$ cat src/rtl/led_scroll_ctrl_if.sv
// led_scroll_ctrl_if: host and LED-decoder facing signals of the scrolling display controller
interface led_scroll_ctrl_if;
  logic wr_en;
  logic [3:0] wr_addr;
  logic [3:0] wr_data;
  logic start;
  logic stop;
  logic home;
  logic busy;
  logic [3:0] pos;
  logic an3;
  logic an2;
  logic an1;
  logic an0;
  logic [3:0] char;
  modport master (
    output wr_en, wr_addr, wr_data, start, stop, home,
    input busy, pos, an3, an2, an1, an0, char
  );
  modport slave (
    input wr_en, wr_addr, wr_data, start, stop, home,
    output busy, pos, an3, an2, an1, an0, char
  );
endinterface

$ cat src/rtl/led_scroll_ctrl.sv
// led_scroll_ctrl: 4-digit multiplexed LED refresh with a scrolling window over a 16-entry message buffer
module led_scroll_ctrl #(
  parameter int MSG_LEN = 16,
  parameter int STEP_FRAMES = 4
) (
  input logic clk,
  input logic reset,
  led_scroll_ctrl_if.slave bus
);
  localparam int FW = STEP_FRAMES > 1 ? $clog2(STEP_FRAMES) : 1;
  typedef enum logic {IDLE, RUN} state_t;
  state_t state;
  logic [3:0] ref_cnt;
  logic [3:0] pos;
  logic [3:0] char_q;
  logic [FW-1:0] frame_cnt;
  logic [3:0] mem [16];
  logic [4:0] sum;
  logic [3:0] rd_addr;
  logic strobe;
  logic frame_end;
  logic step;
  logic [3:0] pos_next;
  // Digit d = ~ref_cnt[3:2] so the leftmost digit is strobed first in each frame.
  assign sum = {1'b0, pos} + {3'b0, ~ref_cnt[3:2]};
  assign rd_addr = 4'(sum % 5'(MSG_LEN));
  assign strobe = ref_cnt[1:0] == 2'b10;
  assign frame_end = ref_cnt == 4'd0;
  assign step = state == RUN && frame_end && frame_cnt == FW'(STEP_FRAMES - 1);
  assign pos_next = pos == 4'(MSG_LEN - 1) ? 4'd0 : pos + 4'd1;
  assign bus.an3 = !(strobe && ref_cnt[3:2] == 2'b11);
  assign bus.an2 = !(strobe && ref_cnt[3:2] == 2'b10);
  assign bus.an1 = !(strobe && ref_cnt[3:2] == 2'b01);
  assign bus.an0 = !(strobe && ref_cnt[3:2] == 2'b00);
  assign bus.char = char_q;
  assign bus.pos = pos;
  assign bus.busy = state == RUN;
  // Message buffer writes and per-digit character load; a same-cycle write/load sees the old entry.
  always_ff @(posedge clk) begin
    if (reset) begin
      char_q <= '0;
      for (int i = 0; i < 16; i++) mem[i] <= '0;
    end else begin
      if (ref_cnt[1:0] == 2'b11) char_q <= mem[rd_addr];
      if (bus.wr_en && {1'b0, bus.wr_addr} < 5'(MSG_LEN)) mem[bus.wr_addr] <= bus.wr_data;
    end
  end
  // Refresh counter, run/idle control and scroll position; pos moves only on frame boundaries.
  always_ff @(posedge clk) begin
    if (reset) begin
      ref_cnt <= 4'd15;
      state <= IDLE;
      pos <= '0;
      frame_cnt <= '0;
    end else begin
      ref_cnt <= ref_cnt - 4'd1;
      state <= bus.stop ? IDLE : (bus.start ? RUN : state);
      if (bus.home) begin
        pos <= '0;
        frame_cnt <= '0;
      end else if (state == IDLE && bus.start && !bus.stop) begin
        frame_cnt <= '0;
      end else if (step) begin
        pos <= pos_next;
        frame_cnt <= '0;
      end else if (state == RUN && frame_end) begin
        frame_cnt <= frame_cnt + 1'b1;
      end
    end
  end
endmodule

$ cat src/flat_wrapper.sv
// flat-port wrapper written by rule: the top's interface ports become plain ports
module led_scroll_ctrl_flat 
#(
  parameter int MSG_LEN = 16,
  parameter int STEP_FRAMES = 4
)
  (clk, reset, bus_wr_en, bus_wr_addr, bus_wr_data, bus_start, bus_stop, bus_home, bus_busy, bus_pos, bus_an3, bus_an2, bus_an1, bus_an0, bus_char);
  led_scroll_ctrl_if bus_i ();
  input logic clk;
  input logic reset;
  input wire logic [$bits(bus_i.wr_en)-1:0] bus_wr_en;
  input wire logic [$bits(bus_i.wr_addr)-1:0] bus_wr_addr;
  input wire logic [$bits(bus_i.wr_data)-1:0] bus_wr_data;
  input wire logic [$bits(bus_i.start)-1:0] bus_start;
  input wire logic [$bits(bus_i.stop)-1:0] bus_stop;
  input wire logic [$bits(bus_i.home)-1:0] bus_home;
  output wire logic [$bits(bus_i.busy)-1:0] bus_busy;
  output wire logic [$bits(bus_i.pos)-1:0] bus_pos;
  output wire logic [$bits(bus_i.an3)-1:0] bus_an3;
  output wire logic [$bits(bus_i.an2)-1:0] bus_an2;
  output wire logic [$bits(bus_i.an1)-1:0] bus_an1;
  output wire logic [$bits(bus_i.an0)-1:0] bus_an0;
  output wire logic [$bits(bus_i.char)-1:0] bus_char;
  assign bus_i.wr_en = bus_wr_en;
  assign bus_i.wr_addr = bus_wr_addr;
  assign bus_i.wr_data = bus_wr_data;
  assign bus_i.start = bus_start;
  assign bus_i.stop = bus_stop;
  assign bus_i.home = bus_home;
  assign bus_busy = bus_i.busy;
  assign bus_pos = bus_i.pos;
  assign bus_an3 = bus_i.an3;
  assign bus_an2 = bus_i.an2;
  assign bus_an1 = bus_i.an1;
  assign bus_an0 = bus_i.an0;
  assign bus_char = bus_i.char;
  led_scroll_ctrl #(.MSG_LEN(MSG_LEN), .STEP_FRAMES(STEP_FRAMES)) u_core (.clk(clk), .reset(reset), .bus(bus_i));
endmodule
$ cat config.mk
export PLATFORM = sky130hd
export DESIGN_NAME = led_scroll_ctrl_flat
export DESIGN_NICKNAME = d
export VERILOG_FILES = /design/src/rtl/led_scroll_ctrl_if.sv /design/src/rtl/led_scroll_ctrl.sv /design/src/flat_wrapper.sv
export SDC_FILE = /design/constraint.sdc
export NUM_CORES = 1
export LEC_CHECK = 0
export CELL_PAD_IN_SITES_DETAIL_PLACEMENT = 1
export CELL_PAD_IN_SITES_GLOBAL_PLACEMENT = 2
export CORE_MARGIN = 10
export CORE_UTILIZATION = 46
export CTS_BUF_LIST = sky130_fd_sc_hd__clkbuf_8
export DETAILED_ROUTE_END_ITERATION = 8
export PLACE_DENSITY_LB_ADDON = 0.15
export SYNTH_ARGS = -nofsm -noshare
export SYNTH_HDL_FRONTEND = slang
export SYNTH_SLANG_ARGS = --single-unit
export TNS_END_PERCENT = 10
$ cat constraint.sdc
create_clock -name clk -period 3.93 [get_ports clk]
set_input_delay 0.5895 -clock clk [delete_from_list [all_inputs] [get_ports clk]]
set_output_delay 0.5895 -clock clk [all_outputs]
set_load 0.1 [all_outputs]
==> flow_metrics.py, run 1 <==
metrics = {
    "status": {
        "outcome": "finished, final reports clean",
    },
    "synthesis": {
        "synth_top_area_share_pct": 49.3,
        "synthesis.area_mm2": 0.00390,
        "synth_area_leaders": "edfxtp_1 49%, and2_1 10%, dfxtp_1 7.7%",
        "synth_top_cell_by_area": "edfxtp_1",
        "synthCells": 296,
        "syn_area_per_cell_um2": 13.2,
        "synth_cell_types": 34,
        "ys_async_sr_fraction_pct": 0,
        "synth.ff_latch_count": 79,
        "synth-edff-count": 64,
        "yosys_warnings": 0,
        "ys_seq_area_share_pct": 57.0,
        "syn_nets": 319,
        "synth_ff_type": "edfxtp_1",
        "yosys-top-cells-count": "64 x and2_1, 64 x edfxtp_1, 23 x mux2i_1",
    },
    "clock_network": {
        "cts_made_buffers": 9,
        "postCtsSetupRepairBufs": 0,
        "post_cts_resized": 0,
        "clk_pin_slew_ns": 0.07,
        "clock_latency_ns": 0.36,
        "cts.root.buffer_cell": "clkbuf_8",
        "cts-hold-fix-buffers": 0,
        "numClockSinks": 79,
        "htreeDepth": 3,
        "cts_max_path_buffers": 2,
        "cts_tree": "done",
    },
    "power_and_ir_drop": {
        "powerDensity_mw_per_mm2": 379,
        "ir_drop_v": 0.000193,
        "clockPowerShare_pct": 31.8,
        "p_sw_uw": 440,
        "intPower_uw": 1230,
        "combPwrFrac_pct": 10.2,
        "swShare_pct": 26.3,
        "p_leak_uw": 0.00169,
        "total_power_uw": 1670,
        "pwr-share-seq_pct": 58.0,
    },
    "global_routing": {
        "grt_pass1_wl_um": 14600,
        "overflow": 0,
        "grt_pass1_vias": 2574,
        "grt_max_degree": 34,
        "antenna_found_initial": 0,
        "grt_use_total_pct": 14.8,
    },
    "setup_path": {
        "worstSetupEndpointType": "output pin",
        "crit_path_cell_trace": "inv_1, ha_1, nand3_1, clkdlybuf4s50_1",
        "criticalPathCategory": "register to output pin",
        "cpPeakStageDelay_ns": 1.14,
        "worst-path-buf-inv": 2,
        "crit_family": "buffers and inverters",
        "r2r-start": "u_core.bus.pos[0]",
        "worstPathRequired_ns": 3.34,
        "cp-startpoint": "u_core.ref_cnt[0]",
        "cp_data_arrival_time_ns": 2.34,
        "cp_max_fo": 4,
        "cpMaxStageDelayCell": "clkdlybuf4s50_1",
        "start_kind": "register",
    },
    "layout": {
        "nets": 347,
        "drive_gt1_share_pct": 12.5,
        "fillers": 834,
        "syn_to_final_growth_pct": 13.5,
        "seq_area_mm2": 0.00222,
        "multi_input_area_mm2": 0.00160,
        "fin_util_pct": 53.8,
        "antenna_cells": 0,
    },
    "timing": {
        "clock_skew_ns": 0.00930,
        "fin_crit_ns": 2.93,
        "fin_tns_setup_ns": 0,
        "holdWs_ns": 0.454,
        "hold_violations": 0,
        "worst_slack_ns": 0.999,
        "rsz0062_at_grt": "false",
        "setup_viol": 0,
        "fmax_ghz": 0.341,
        "finalCritPeriodShare_pct": 74.6,
        "worstMarginPinSlew_ns": 0.987,
        "slew_violations": 0,
        "relSlewSlack_pct": 34.0,
    },
    "routing": {
        "wl_per_cell_um": 20.8,
        "dr_wl_met2_um": 4280,
        "top_layer_used": "met4",
        "firstDrtPassIters": 6,
        "wl_met3_um": 335,
        "vias_per_cell": 5.57,
        "met1_length_um": 4290,
        "drc_errors": 0,
        "routed_wl_um": 9020,
        "drtIter0Drc": 43,
        "postRouteAntennaNets": 0,
        "vias": 2418,
    },
    "placed_design": {
        "gp_congestion": 0.756,
        "place.port_buffers": 26,
        "hpwl_um": 6700,
        "pre_cts_ws_ns": 1.13,
    },
    "hold_path": {
        "min_from": "u_core.ref_cnt[0]",
        "hp-class": "register to register",
    },
    "floorplan": {
        "io_pins": 27,
        "die_y_um": 112,
        "row_count": 33,
        "dieWidth_um": 112,
        "core_mm2": 0.00822,
        "initial_core_util_pct": 47.4,
        "die-area_mm2": 0.0126,
    },
    "run": {
        "cap_viol_max_count": 0,
    },
}
## worst reg2reg max path: cells and delay by family, from the launching register on
family	cells	cell delay [ns]
AO/OA/AOI/OAI	1	0.13
XOR/XNOR	1	0.56
adder cells (fa/ha/maj)	2	0.65
buffers and inverters	1	0.06
flip-flops	1	0.46
multiplexers	2	0.79
## layer usage
layer | vias to the layer above | track usage [%]
met3 | 10 | 3.78
met1 | 1228 | 19.0
met2 | 53 | 24.1
met5 | - | 0
li1 | 1127 | -
met4 | 0 | 4.31
## power by group through the flow
stage | registers (µW) | logic [µW] | clock network (µW)
after floorplan | 1010 | 82.9 | 0
after global placement | 989 | 171 | 0
after detailed placement | 990 | 173 | 0
after CTS | 971 | 173 | 538
after global routing | 975 | 185 | 575
final | 971 | 172 | 532
## final cells by class
type	count	share of cell area, %
Clock buffer	9	2.80
Clock inverter	7	0.934
Inverter	8	0.679
Multi-Input combinational cell	198	36.1
Sequential cell	79	50.3
Tap cell	105	2.97
Timing Repair Buffer	28	6.23
## registers in the layout, indices dropped and copies added, names as in the netlist
name              flops
u_core.frame_cnt      2
u_core.mem           64
u_core.bus.char       4
u_core.ref_cnt        4
u_core.bus.busy       1
u_core.bus.pos        4
## cell families (layout without fill, tap and decap cells)
group / after synthesis / in the layout / share of synthesized area, %
compound gates: 15 / 15 / 2.89
xor+xnor: 6 / 6 / 1.54
fa+ha+maj: 9 / 9 / 3.08
buf+inv: 19 / 52 / 1.99
flops: 79 / 79 / 57.0
mux: 35 / 35 / 13.2
simple gates: 133 / 133 / 20.3
## placed cells by master, fill, tap and decap left out, types with 2 or more instances in the layout
cell type / synthesis / layout
a211o_1: 4 / 4
edfxtp_1: 64 / 64
clkdlybuf4s50_1: 0 / 26
or2_2: 16 / 16
mux4_2: 8 / 8
nand3_1: 6 / 6
mux4_1: 4 / 4
nand2b_1: 11 / 11
and2_1: 64 / 64
clkinv_1: 0 / 2
buf_4: 1 / 2
or3_1: 2 / 2
mux2i_1: 23 / 23
o221ai_1: 4 / 4
inv_1: 8 / 10
nand2_1: 3 / 3
o21ai_0: 2 / 2
a21oi_1: 2 / 2
nand4bb_1: 2 / 2
clkinv_4: 0 / 2
xnor2_1: 4 / 4
dfxtp_1: 15 / 15
ha_1: 8 / 8
nor2_1: 16 / 16
clkbuf_8: 0 / 9
nor3_1: 9 / 9
## path summary, 6_finish.rpt
path	cells past startpoint	slack (ns)	endpoint
min	1	0.45	u_core.ref_cnt[0]
max reg2reg	7	1.15	u_core.bus.char[2]
max	4	1.0	bus_an3
min reg2reg	1	0.45	u_core.ref_cnt[0]
## through the flow
stage                     std cells  cell area, µm²
final                           434            4420
after global routing            434            4420
after CTS                       434            4420
after detailed placement        418            4260
after global placement          418            4260
after floorplan                 296            3900
No activity file was read; power rests on OpenSTA's default activity.
==> run 2, diff against run 1 <==
Settings changed: CORE_UTILIZATION 46 to 39.
Clock period 3.93 ns to 2.5 ns, I/O delays scaled along.
==> flow_metrics.py, run 2 (same netlist as run 1, synthesis figures left out) <==
metrics = {
    "status": {
        "outcome": "finished, final reports clean",
    },
    "setup_path": {
        "criticalPathCategory": "register to register",
        "cp_data_arrival_time_ns": 2.71,
        "crit_path_cell_trace": "inv_2, ha_4, inv_1, fa_2, buf_12, mux2i_1, mux4_2, a211o_1, o221ai_1",
        "cpMaxStageDelayCell": "fa_2",
        "cp_max_fo": 24,
        "worstSetupEndpointType": "register",
        "cpPeakStageDelay_ns": 0.59,
        "start_kind": "register",
        "worstPathRequired_ns": 2.78,
    },
    "run": {
        "cap_viol_max_count": 0,
    },
    "floorplan": {
        "initial_core_util_pct": 39.9,
        "die_y_um": 120,
        "row_count": 36,
        "die-area_mm2": 0.0144,
        "dieWidth_um": 120,
        "core_mm2": 0.00977,
        "io_pins": 27,
    },
    "routing": {
        "firstDrtPassIters": 4,
        "vias": 2416,
        "wl_per_cell_um": 19.6,
        "drtIter0Drc": 127,
        "vias_per_cell": 5.12,
        "routed_wl_um": 9250,
        "postRouteAntennaNets": 0,
        "drc_errors": 0,
    },
    "global_routing": {
        "antenna_found_initial": 0,
        "overflow": 0,
        "grt_pass1_wl_um": 14600,
        "grt_pass1_vias": 2618,
        "grt_max_degree": 25,
        "grt_use_total_pct": 13.3,
    },
    "clock_network": {
        "clock_latency_ns": 0.36,
        "cts_max_path_buffers": 2,
        "htreeDepth": 3,
        "numClockSinks": 79,
        "cts_made_buffers": 9,
        "cts-hold-fix-buffers": 0,
        "clk_pin_slew_ns": 0.08,
        "cts.root.buffer_cell": "clkbuf_8",
        "cts_tree": "done",
    },
    "layout": {
        "drive_gt1_share_pct": 22.4,
        "nets": 357,
        "largest_register_ff_count": 64,
        "final_cell_mix": "64 x and2_1, 64 x edfxtp_1, 23 x buf_4",
        "fin_util_pct": 46.7,
        "antenna_cells": 0,
        "top_register": "u_core.mem",
        "syn_to_final_growth_pct": 17.2,
    },
    "power_and_ir_drop": {
        "pwr-share-seq_pct": 57.8,
        "swShare_pct": 26.4,
        "intPower_uw": 1940,
        "clockPowerShare_pct": 31.8,
        "combPwrFrac_pct": 10.4,
        "ir_drop_v": 0.000215,
        "p_sw_uw": 698,
        "total_power_uw": 2640,
        "powerDensity_mw_per_mm2": 577,
        "p_leak_uw": 0.00175,
    },
    "hold_path": {
        "hp-class": "register to register",
    },
    "timing": {
        "relSlewSlack_pct": 53.1,
        "fmax_ghz": 0.411,
        "hold_violations": 0,
        "setup_viol": 0,
        "slew_violations": 0,
        "finalCritPeriodShare_pct": 97.3,
        "clock_skew_ns": 0.00732,
        "fin_tns_setup_ns": 0,
        "rsz0062_at_grt": "true",
        "worstMarginPinSlew_ns": 0.701,
        "fin_crit_ns": 2.43,
    },
    "placed_design": {
        "hpwl_um": 6780,
        "place.port_buffers": 26,
        "gp_congestion": 0.739,
    },
}
run 2: path summary, 6_finish.rpt:
kind	to	slack [ns]	cells past startpoint	start
worst min-delay path	u_core.ref_cnt[0]	0.45	1	u_core.ref_cnt[0]
worst max register to register	u_core.bus.char[1]	0.07	9	u_core.ref_cnt[2]
worst max-delay path	u_core.bus.char[1]	0.07	9	u_core.ref_cnt[2]
worst min register to register	u_core.ref_cnt[0]	0.45	1	u_core.ref_cnt[0]
run 2: timing repair:
action                     4_1_cts  5_1_grt
setup endpoints to repair        1        3
cloned                           0        0
setup buffers                    2        2
pin swaps                        1        2
resized for setup                0        7
run 2: area by class of cell:
cell class              count  area [µm²]
repair buffers             38         334
clock inverters             7        42.5
inverters                   8        30.0
clock buffers               9         124
multi-input cells         198        1640
fillers                  1018        5200
well taps                 133         166
flip-flops and latches     79        2230
run 2: metal layers:
layer  up-vias  global-route usage (%)  routed length, µm  share of wire [%]
met2        53                    22.5               4550                 49
met5         -                       0                  0                  0
met3        16                    3.28                414                4.5
met4         0                    4.52                119                1.3
met1      1200                    16.3               4170                 45
li1       1147                       -                  -                  -
run 2: power by group through the flow:
stage / registers [µW] / clock network [µW] / logic [µW]
floorplan: 1580 / 0 / 131
global placement: 1550 / 0 / 272
detailed placement: 1550 / 0 / 277
CTS: 1520 / 860 / 279
global route: 1530 / 912 / 296
finish: 1520 / 839 / 276
run 2: worst max-delay path, delay by kind of cell, from the launching register on:
kind	cells	cell delay, ns
adder cells (fa/ha/maj)	2	0.72
multiplexers	2	0.61
AO/OA/AOI/OAI	2	0.35
buffers and inverters	3	0.34
flip-flops	1	0.32
run 2: through the flow:
step / cell area (µm²) / setup slack (ns) / cells / hold slack (ns)
2_1_floorplan: 3950 / 0.00380 / 296 / 0.401
3_3_place_gp: 4360 / 0.0885 / 452 / 0.418
3_5_place_dp: 4360 / 0.0212 / 452 / 0.429
4_1_cts: 4540 / 0.0629 / 470 / 0.453
5_1_grt: 4570 / -0.0234 / 472 / 0.474
6_report: 4570 / 0.0664 / 472 / 0.448
